<file path="src/rtl/exec_ctrl_unit.sv">
// exec_ctrl_unit: main decoder, ALU decoder and ALU for the ID/EX boundary.
// Decodes the opcode into the 8-bit control bundle
// {ALUSrc, MemtoReg, MemRead, MemWrite, Branch, RegWrite, ALUOp[1:0]}.
// It derives the 4-bit ALU operation, selects operand B and computes the
// result. All outputs are registered, giving one cycle of latency.
// Optional feature macro: ALU_EXT_OPS_EN enables XOR/shift/compare operations.
// When the macro is absent, only AND/OR/ADD/SUB are decoded and implemented.
module exec_ctrl_unit (
  input  logic        clk,
  input  logic        rst,
  input  logic        in_valid,
  input  logic        bubble,
  input  logic [6:0]  opcode,
  input  logic [2:0]  funct3,
  input  logic        instr30,
  input  logic [31:0] op_a,
  input  logic [31:0] op_b,
  input  logic [31:0] imm,
  output logic        out_valid,
  output logic [7:0]  ctrl,
  output logic [3:0]  alu_ctrl,
  output logic [31:0] result,
  output logic        zero,
  output logic [31:0] store_data
);

  // Opcodes recognised by the main decoder
  localparam logic [6:0] OPC_RTYPE  = 7'b0110011;
  localparam logic [6:0] OPC_LOAD   = 7'b0000011;
  localparam logic [6:0] OPC_STORE  = 7'b0100011;
  localparam logic [6:0] OPC_BRANCH = 7'b1100011;
  localparam logic [6:0] OPC_IALU   = 7'b0010011;

  // Control bundles, MSB first: ALUSrc MemtoReg MemRead MemWrite Branch RegWrite ALUOp[1:0]
  localparam logic [7:0] CTRL_RTYPE  = 8'h06;
  localparam logic [7:0] CTRL_LOAD   = 8'hE4;
  localparam logic [7:0] CTRL_STORE  = 8'h90;
  localparam logic [7:0] CTRL_BRANCH = 8'h09;
  localparam logic [7:0] CTRL_IALU   = 8'h87;
  localparam logic [7:0] CTRL_NONE   = 8'h00;

  // ALU operation encodings
  localparam logic [3:0] ALU_AND  = 4'b0000;
  localparam logic [3:0] ALU_OR   = 4'b0001;
  localparam logic [3:0] ALU_ADD  = 4'b0010;
  localparam logic [3:0] ALU_SUB  = 4'b0110;
`ifdef ALU_EXT_OPS_EN
  localparam logic [3:0] ALU_XOR  = 4'b0011;
  localparam logic [3:0] ALU_SLL  = 4'b0100;
  localparam logic [3:0] ALU_SRL  = 4'b0101;
  localparam logic [3:0] ALU_SLT  = 4'b0111;
  localparam logic [3:0] ALU_SRA  = 4'b1000;
  localparam logic [3:0] ALU_SLTU = 4'b1001;
`endif

  // Opcode to control bundle; unknown opcodes produce an all-zero bundle
  function automatic logic [7:0] main_decode(input logic [6:0] opc);
    logic [7:0] bundle;
    case (opc)
      OPC_RTYPE:  bundle = CTRL_RTYPE;
      OPC_LOAD:   bundle = CTRL_LOAD;
      OPC_STORE:  bundle = CTRL_STORE;
      OPC_BRANCH: bundle = CTRL_BRANCH;
      OPC_IALU:   bundle = CTRL_IALU;
      default:    bundle = CTRL_NONE;
    endcase
    return bundle;
  endfunction

  // ALUOp/funct3/instr30 to ALU operation. For immediates (ALUOp 11)
  // instr30 only matters for the right-shift pair, so ADDI never becomes SUB.
  function automatic logic [3:0] alu_decode(input logic [1:0] alu_op,
                                            input logic [2:0] f3,
                                            input logic       i30);
    logic [3:0] code;
    code = ALU_ADD;
    case (alu_op)
      2'b00: code = ALU_ADD;
      2'b01: code = ALU_SUB;
      2'b10, 2'b11: begin
        case (f3)
          3'b000: begin
            if ((alu_op == 2'b10) && i30) begin
              code = ALU_SUB;
            end else begin
              code = ALU_ADD;
            end
          end
          3'b111: code = ALU_AND;
          3'b110: code = ALU_OR;
`ifdef ALU_EXT_OPS_EN
          3'b100: code = ALU_XOR;
          3'b001: code = ALU_SLL;
          3'b101: begin
            if (i30) begin
              code = ALU_SRA;
            end else begin
              code = ALU_SRL;
            end
          end
          3'b010: code = ALU_SLT;
          3'b011: code = ALU_SLTU;
`endif
          default: code = ALU_ADD;
        endcase
      end
      default: code = ALU_ADD;
    endcase
    return code;
  endfunction

  // ALU datapath; shifts use only the low five bits of B, unused codes give 0
  function automatic logic [31:0] alu_compute(input logic [3:0]  code,
                                              input logic [31:0] a,
                                              input logic [31:0] b);
    logic [31:0] res;
    case (code)
      ALU_ADD:  res = a + b;
      ALU_SUB:  res = a - b;
      ALU_AND:  res = a & b;
      ALU_OR:   res = a | b;
`ifdef ALU_EXT_OPS_EN
      ALU_XOR:  res = a ^ b;
      ALU_SLL:  res = a << b[4:0];
      ALU_SRL:  res = a >> b[4:0];
      ALU_SRA:  res = $unsigned($signed(a) >>> b[4:0]);
      ALU_SLT:  res = {31'd0, ($signed(a) < $signed(b))};
      ALU_SLTU: res = {31'd0, (a < b)};
`endif
      default:  res = 32'd0;
    endcase
    return res;
  endfunction

  logic [7:0]  ctrl_dec_s;
  logic [7:0]  ctrl_next_s;
  logic [31:0] operand_b_s;
  logic [3:0]  alu_ctrl_s;
  logic [31:0] alu_res_s;

  logic        out_valid_r;
  logic [7:0]  ctrl_r;
  logic [3:0]  alu_ctrl_r;
  logic [31:0] result_r;
  logic        zero_r;
  logic [31:0] store_data_r;

  // Decode and execute; ALUSrc and ALUOp come from the unmasked bundle so a
  // bubble only suppresses the control side effects, not the computation
  always_comb begin
    ctrl_dec_s  = main_decode(opcode);
    operand_b_s = op_b;
    if (ctrl_dec_s[7]) begin
      operand_b_s = imm;
    end else begin
      operand_b_s = op_b;
    end
    alu_ctrl_s = alu_decode(ctrl_dec_s[1:0], funct3, instr30);
    alu_res_s  = alu_compute(alu_ctrl_s, op_a, operand_b_s);
    if (bubble) begin
      ctrl_next_s = CTRL_NONE;
    end else begin
      ctrl_next_s = ctrl_dec_s;
    end
  end

  // Output register; reset discards any in-flight operation and reports zero=1
  always_ff @(posedge clk) begin
    if (rst) begin
      out_valid_r  <= 1'b0;
      ctrl_r       <= 8'h00;
      alu_ctrl_r   <= 4'h0;
      result_r     <= 32'd0;
      zero_r       <= 1'b1;
      store_data_r <= 32'd0;
    end else begin
      out_valid_r  <= in_valid;
      ctrl_r       <= ctrl_next_s;
      alu_ctrl_r   <= alu_ctrl_s;
      result_r     <= alu_res_s;
      zero_r       <= (alu_res_s == 32'd0);
      store_data_r <= op_b;
    end
  end

  assign out_valid  = out_valid_r;
  assign ctrl       = ctrl_r;
  assign alu_ctrl   = alu_ctrl_r;
  assign result     = result_r;
  assign zero       = zero_r;
  assign store_data = store_data_r;

endmodule

</file>
<file path="config.mk">
export PLATFORM = sky130hd
export DESIGN_NAME = exec_ctrl_unit
export DESIGN_NICKNAME = d
export VERILOG_FILES = /design/src/rtl/exec_ctrl_unit.sv
export SDC_FILE = /design/constraint.sdc
export NUM_CORES = 1
export LEC_CHECK = 0
export CAP_MARGIN = 0
export CORE_ASPECT_RATIO = 1.1
export CORE_UTILIZATION = 45
export DETAILED_ROUTE_END_ITERATION = 8
export DONT_BUFFER_PORTS = 1
export HOLD_SLACK_MARGIN = 0.1
export SETUP_SLACK_MARGIN = 0.4
export SKIP_LAST_GASP = 1
export SYNTH_ARGS = -nofsm -noshare
export SYNTH_HDL_FRONTEND = slang
export SYNTH_SLANG_ARGS = --single-unit
</file>
<file path="constraint.sdc">
create_clock -name clk -period 5.6 [get_ports clk]
set_input_delay 1.12 -clock clk [delete_from_list [all_inputs] [get_ports clk]]
set_output_delay 1.12 -clock clk [all_outputs]
set_load 0.1 [all_outputs]
</file>
==> metrics.cfg, run 1 <==
[finish]
layout_common_cells=buf_4, nor2_1, dfxtp_1, a21oi_1, nand2_1
fillerInstances=1293
seq_area_um2=1523
final_area_um2=7305
nets=994
area_growth_pct=18.85
num_antenna_cells=0
final_cells=1038
drive_gt1_share_pct=16.51
final_common_cell=buf_4
multi_input_area_um2=4422

[logic_synthesis]
postSynth.asyncResetShare_pct=0
synth_area_um2=6146
syn_avg_cell_area_um2=7.780
synth_ff_type=dfxtp_1
yosysUniqueCellTypes=65
ys_warn_count=0
synth_edf_count=0
netlist_instances=790
synth_seq_cells=76
yosysSeqAreaShare_pct=24.76
syn_nets=935

[floorplanning]
ios=189
die_w_um=113.4
start_util_pct=46.32
num_rows=44
core-area_um2=13270
die_y_um=124.6
die_area_um2=14130

[global_route]
grt_first_pass_wirelength_mm=32.37
use_met2_pct=60.01
use_met3_pct=7.007
top_usage_layer=met2
grt_max_degree=65
antenna_found_initial=0
grt_pass1_vias=6144
grt_use_total_pct=30.05
gr-total-overflow=0
grt_use_met1_pct=29.12

[place]
place.gp.congestion=0.9062
post_dp_cell_area_um2=6869
place_hpwl_mm=16.97
placed_cells=1015
port_buffers=0

[worst_setup_path]
worst_setup_path_start_kind=primary input
worstPathCellList=or3_4, nor3_4, nand3_2, or3_4, or4_4, o21ai_4, and3_4, nor2_2, xor2_1, ha_1, a21o_1, a21oi_2, nor2b_2, o21a_1, or3_1, o31a_1, xor2_1, mux2i_1, a211o_1, and2_2
critPathBufInv=0
path_delay_family=simple AND/OR/NAND/NOR gates
cpMaxStageDelayCell=or4_4
max_stage_delay_ps=500
critPathArrivalTime_ps=5480
end_kind=flop
path_max_fanout=3
cp.required_ps=5840
path_class=primary input to flop

[drt]
routed_wl_mm=20.97
drc=0
vias=5930
vias_per_cell=5.713
first_iter_violations=394
wl_per_cell_um=20.20
drt_pass1_iterations=6
ant_nets=0

[power]
powerDensity_nw_per_um2=295.2
p_switching_uw=918.3
clockPowerShare_pct=29.3
p_int_uw=1238
ir_worst_vdd_mv=0.2876
swShare_pct=42.59
p_leak_uw=0.003213
power_frac_seq_pct=45.4
power_frac_comb_pct=25.3

[worst_hold_path]
hold_class=primary input to flop

[sta]
setup_violations=0
layout_min_cycle_time_ps=5241
hold_viol=0
max_freq_ghz=0.1908
rsz0062_at_grt=yes
finalCritPeriodShare_pct=93.60
tightest_slew_ps=1001
maxSlewHeadroom_pct=33.39
finalMaxSlewViolations=0

[clock_tree]
clockBufferDepth=2
htree_levels=3
numCtsBuffers=9
cts_sinks=76
cts_tree=yes
root_buffer=clkbuf_16
clk_pin_slew_worst_paths_ps=60

[status]
status=complete, no violations

[run]
maxCapViolCount=0

[kinds of logic after synthesis]
group                      synth area share [%]
other                                   0.06102
xor gates and xnor gates                  9.202
and+or+nand+nor                           24.33
buffers and inverters                     5.089
muxes                                     6.698
adders and majority gates                 11.30
DFF                                       24.76
AOI/OAI and AO/OA                         18.57
[final timing paths]
| kind | start | end | slack [ps] | depth (start not counted) |
|---|---|---|---|---|
| min | opcode[4] | ctrl[4] | 840 | 1 |
| max | imm[2] | result[31] | 360 | 20 |
[metal layers]
metal	routed length (µm)	up-vias
li1	-	2908
met1	7518	2801
met2	11650	190
met3	1200	31
met4	597	0
met5	0	-
[flip-flops by register name, indices dropped and copies added, names as in the netlist]
signal,flops
zero,1
ctrl,7
result,32
store_data,32
alu_ctrl,3
out_valid,1
[timing repair]
item | 4_1_cts | 5_1_grt
hold buffers | 0 | 0
pin swaps | 4 | 11
endpoints found under the setup margin | 2 | 5
resized for setup | 6 | 12
buffers inserted | 3 | 4
[stage by stage]
stage | TNS (ps) | worst slack, ps | util (%) | power, µW | hold WS, ps
2_1_floorplan | 0 | 69.06 | - | 1353 | 1197
3_3_place_gp | -96.32 | -58.11 | 51.77 | 1516 | 1195
3_5_place_dp | -259.8 | -139.0 | 51.77 | 1519 | 1199
4_1_cts | 0 | 361.6 | 54.55 | 2156 | 827.0
5_1_grt | 0 | 162.4 | 55.05 | 2247 | 830.7
6_report | 0 | 358.6 | 55.05 | 2156 | 835.0
[layout make-up]
cell class                      count  area share, %
Timing Repair Buffer               88          9.215
Clock buffer                       10          3.135
Tap cell                          184          3.152
Inverter                           37          1.901
Multi-Input combinational cell    637          60.53
Clock inverter                      6          1.216
Sequential cell                    76          20.85
[Yosys cell counts, drive strengths merged, types with 9 or more instances]
cell type,count,area share [%]
nor3,16,1.4
a21o,9,1.1
nand2,57,3.5
or3,14,1.5
a21oi,62,5.1
maj3,26,4.3
and2,10,1.0
clkbuf,26,1.6
inv,37,2.3
nor2,86,5.3
nor4,10,1.0
ha,33,6.7
dfxtp,76,25
nand3,21,1.7
xnor2,26,3.7
nor2b,40,4.1
xor2,36,5.1
a211oi,9,1.1
o21ai,41,3.5
mux2i,40,6.5
buf,14,1.2
[power by group through the flow]
| stage | clock [µW] | combinational (µW) | sequential, µW |
|---|---|---|---|
| finish | 632 | 545 | 979 |
| global route | 664 | 600 | 983 |
| CTS | 642 | 534 | 981 |
| detailed placement | 0 | 528 | 991 |
| global placement | 0 | 525 | 991 |
| floorplan | 0 | 369 | 984 |
Note: power is estimated with default switching activity, not from simulation.
==> run 2, diff against run 1 <==
Settings changed: ABC_AREA set to 0, MAX_ROUTING_LAYER set to met4.
==> metrics.cfg, run 2 (synthesis gave the netlist of run 1 again) <==
[clock_tree]
clockBufferDepth=2
root_buffer=clkbuf_16
cts_sinks=76
cts_tree=yes
numCtsBuffers=9
ctsHoldBuffers=0
htree_levels=3
clk_pin_slew_worst_paths_ps=70

[power]
ir_worst_vdd_mv=0.1701
powerDensity_nw_per_um2=289.8
p_total_uw=2090
p_leak_uw=0.003151

[global_route]
grt_first_pass_wirelength_mm=31.46
use_met3_pct=7.543
grt_max_degree=65
grt_use_total_pct=29.95
gr-total-overflow=0
grt_use_met1_pct=27.85
top_usage_layer=met2
grt_pass1_vias=6170
use_met2_pct=54.46
antenna_found_initial=0

[worst_setup_path]
path_class=primary input to flop
worst_setup_path_start_kind=primary input
path_max_fanout=3
end_kind=flop
cp.required_ps=5840
critPathArrivalTime_ps=5450
worstPathCellList=or3_4, nor3_4, nand3_2, or3_4, or4_4, o21ai_4, and3_4, nor2_2, xor2_1, ha_1, a21o_1, a21oi_2, nor2b_2, o21a_1, or3_1, o31a_1, xor2_1, mux2i_1, a211o_1, and2_2
max_stage_delay_ps=500
cpMaxStageDelayCell=or4_4

[sta]
fin_ws_ps=384.5
setup_violations=0
rsz0062_at_grt=yes
tightest_slew_ps=1013
finalMaxSlewViolations=0
timing.setup.tns_ps=0
holdWs_ps=830.8
finalCritPeriodShare_pct=93.13
max_freq_ghz=0.1917
maxSlewHeadroom_pct=32.64
hold_viol=0
layout_min_cycle_time_ps=5216

[floorplanning]
num_rows=44
start_util_pct=46.32
ios=189
die_y_um=124.6
die_w_um=113.4
core-area_um2=13270
die_area_um2=14130

[place]
post_dp_cell_area_um2=6787
dp_slack_ps=-122.5
port_buffers=0
place.gp.congestion=0.9203
place_hpwl_mm=16.43

[drt]
first_iter_violations=326
drc=0
drt_pass1_iterations=5
ant_nets=0
vias=5879
routed_wl_mm=20.08
wl_per_cell_um=19.53
vias_per_cell=5.719

[status]
status=complete, no violations

[finish]
drive_gt1_share_pct=15.76
final_area_um2=7212
area_growth_pct=17.35
final_common_cell=nor2_1
nets=984
fillerInstances=1320
layout_common_cells=nor2_1, buf_4, dfxtp_1, a21oi_1, nand2_1
num_antenna_cells=0

[worst_hold_path]
hold_class=primary input to flop

[run]
maxCapViolCount=0

run 2: worst max-delay path, delay by kind of cell:
kind,cells,cell delay (ps)
simple gates,10,2410
compound gates,6,1160
xor+xnor,2,330
fa+ha+maj,1,310
mux,1,140
run 2: path summary, 6_finish.rpt:
kind	from	slack [ps]	cells past startpoint	endpoint
max	imm[2]	380	20	result[31]
min	opcode[4]	830	1	ctrl[4]
run 2: routing by layer:
layer	wire, µm	vias up
met4	1203	0
met2	10490	196
li1	-	2886
met1	7184	2735
met3	1201	62
met5	0	-
run 2: report_power, final:
| part | switching [µW] | internal (µW) |
|---|---|---|
| clock | 240 | 344 |
| combinational | 281 | 247 |
| sequential | 387 | 592 |
run 2: cell type report:
type | instances | area, µm² | share of cell area, %
well taps | 184 | 230.2 | 3.192
flip-flops and latches | 76 | 1523 | 21.11
repair buffers | 78 | 598.1 | 8.293
multi-input cells | 637 | 4428 | 61.40
inverters | 37 | 138.9 | 1.926
clock inverters | 6 | 65.06 | 0.9022
clock buffers | 10 | 229.0 | 3.175
run 2: per-stage QoR:
| step | cells | util [%] |
|---|---|---|
| 2_1_floorplan | 790 | - |
| 3_3_place_gp | 1004 | 51.15 |
| 3_5_place_dp | 1004 | 51.15 |
| 4_1_cts | 1025 | 53.88 |
| 5_1_grt | 1028 | 54.36 |
| 6_report | 1028 | 54.36 |
run 2: repair_timing:
item	in CTS	in global routing
setup endpoints to repair	2	3
gates resized for setup	8	13
hold endpoints to repair	0	0
pin swaps	5	10
buffers inserted	5	3
==> run 3, diff against run 2 <==
Settings changed: TNS_END_PERCENT set to 20.
==> metrics.cfg, run 3 (synthesis gave the netlist of run 1 again) <==
[global_route]
grt_pass1_vias=6068
antenna_found_initial=0
gr-total-overflow=0
grt_max_degree=65
grt_use_total_pct=30.32
grt_first_pass_wirelength_mm=31.84

[worst_hold_path]
whs_endpoint=store_data[13]
hold_depth=1
hold_class=primary input to flop
min_from=rst

[sta]
tightest_slew_ps=1007
max_freq_ghz=0.1906
hold_viol=0
finalCritPeriodShare_pct=93.67
finalMaxSlewViolations=0
rsz0062_at_grt=yes
setup_violations=0
maxSlewHeadroom_pct=33.02
layout_min_cycle_time_ps=5245

[floorplanning]
die_y_um=124.6
start_util_pct=46.32
ios=189
core-area_um2=13270
die_area_um2=14130
num_rows=44
die_w_um=113.4

[clock_tree]
cts_sinks=76
clk_pin_slew_worst_paths_ps=60
ctsHoldBuffers=0
root_buffer=clkbuf_16
cts_tree=yes
htree_levels=3
numCtsBuffers=9
clockBufferDepth=2

[finish]
layout_common_cells=buf_4, nor2_1, dfxtp_1, nand2_1, a21oi_1
drive_gt1_share_pct=17.92
nets=1005
num_antenna_cells=0
fin_util_pct=55.63
area_growth_pct=20.09
final_common_cell=buf_4

[drt]
drt_pass1_iterations=6
first_iter_violations=265
vias_per_cell=5.672
drc=0
vias=5950
ant_nets=0
routed_wl_mm=20.62
wl_per_cell_um=19.66

[place]
place.gp.congestion=0.9290
place_hpwl_mm=16.88
port_buffers=0

[worst_setup_path]
path_max_fanout=3
end_kind=flop
worstPathCellList=or3_4, nor3_4, nand3_2, or3_4, or4_4, o21ai_4, and3_4, nor2_2, xor2_1, ha_1, a21o_1, a21oi_2, nor2b_1, o21a_1, or3_1, o31a_1, xor2_1, mux2i_1, a211o_1, and2_2
path_class=primary input to flop
startpoint=imm[2]
max_stage_delay_ps=500
cp.required_ps=5840
critPathArrivalTime_ps=5480
worst_setup_path_start_kind=primary input
cpMaxStageDelayCell=or4_4

[status]
status=complete, no violations

[power]
p_leak_uw=0.003259
clockPowerShare_pct=28.1
ir_worst_vdd_mv=0.2332
p_int_uw=1211
p_switching_uw=916.2
power_frac_comb_pct=25.9
p_total_uw=2127
power_frac_seq_pct=46.0
powerDensity_nw_per_um2=288.2
swShare_pct=43.07

[run]
maxCapViolCount=0

run 3: cell type report:
cell class,count,area [µm²]
fillers,1313,5887
multi-input cells,637,4418
flip-flops and latches,76,1523
repair buffers,99,768.2
clock buffers,10,239.0
well taps,184,230.2
inverters,37,138.9
clock inverters,6,63.81
run 3: routing by layer:
metal	global-route usage [%]	part of all wire [%]
met1	28.44	36
met2	58.21	55
met3	7.348	5.8
met4	11.84	3.4
met5	-	0
run 3: what timing repair did:
item	CTS	global route
gates cloned	0	0
pin swaps	7	14
gates resized for setup	3	19
buffers inserted	3	3
setup endpoints to repair	2	4
run 3: how the worst max path moves through the flow:
stage,end,slack [ps]
global route,result[31],190
global placement,result[31],-50
detailed placement,result[31],-80
floorplan,result[31],70
finish,result[31],350
CTS,result[31],340
run 3: critical path, delay by kind of cell:
| kind | cells | cell delay [ps] |
|---|---|---|
| and+or+nand+nor | 10 | 2440 |
| AOI/OAI and AO/OA | 6 | 1150 |
| xor gates and xnor gates | 2 | 320 |
| adders and majority gates | 1 | 310 |
| muxes | 1 | 130 |
run 3: power by group through the flow:
stage               Combinational, µW  Sequential [µW]  Clock, µW
floorplan                         365              984          0
global placement                  534              991          0
detailed placement                538              991          0
CTS                               541              980        610
global route                      606              983        635
finish                            551              979        598
run 3: metrics by stage:
| step | setup TNS, ps | hold WS (ps) | cell area, µm² | std cells | setup slack, ps |
|---|---|---|---|---|---|
| after CTS | 0 | 829.5 | 7293 | 1046 | 336.6 |
| after global routing | 0 | 828.3 | 7381 | 1049 | 194.5 |
| after floorplan | 0 | 1197 | 6196 | 790 | 69.04 |
| after global placement | -83.88 | 1195 | 6953 | 1027 | -53.04 |
| after detailed placement | -157.2 | 1197 | 6953 | 1027 | -83.55 |
| final | 0 | 841.5 | 7381 | 1049 | 354.6 |
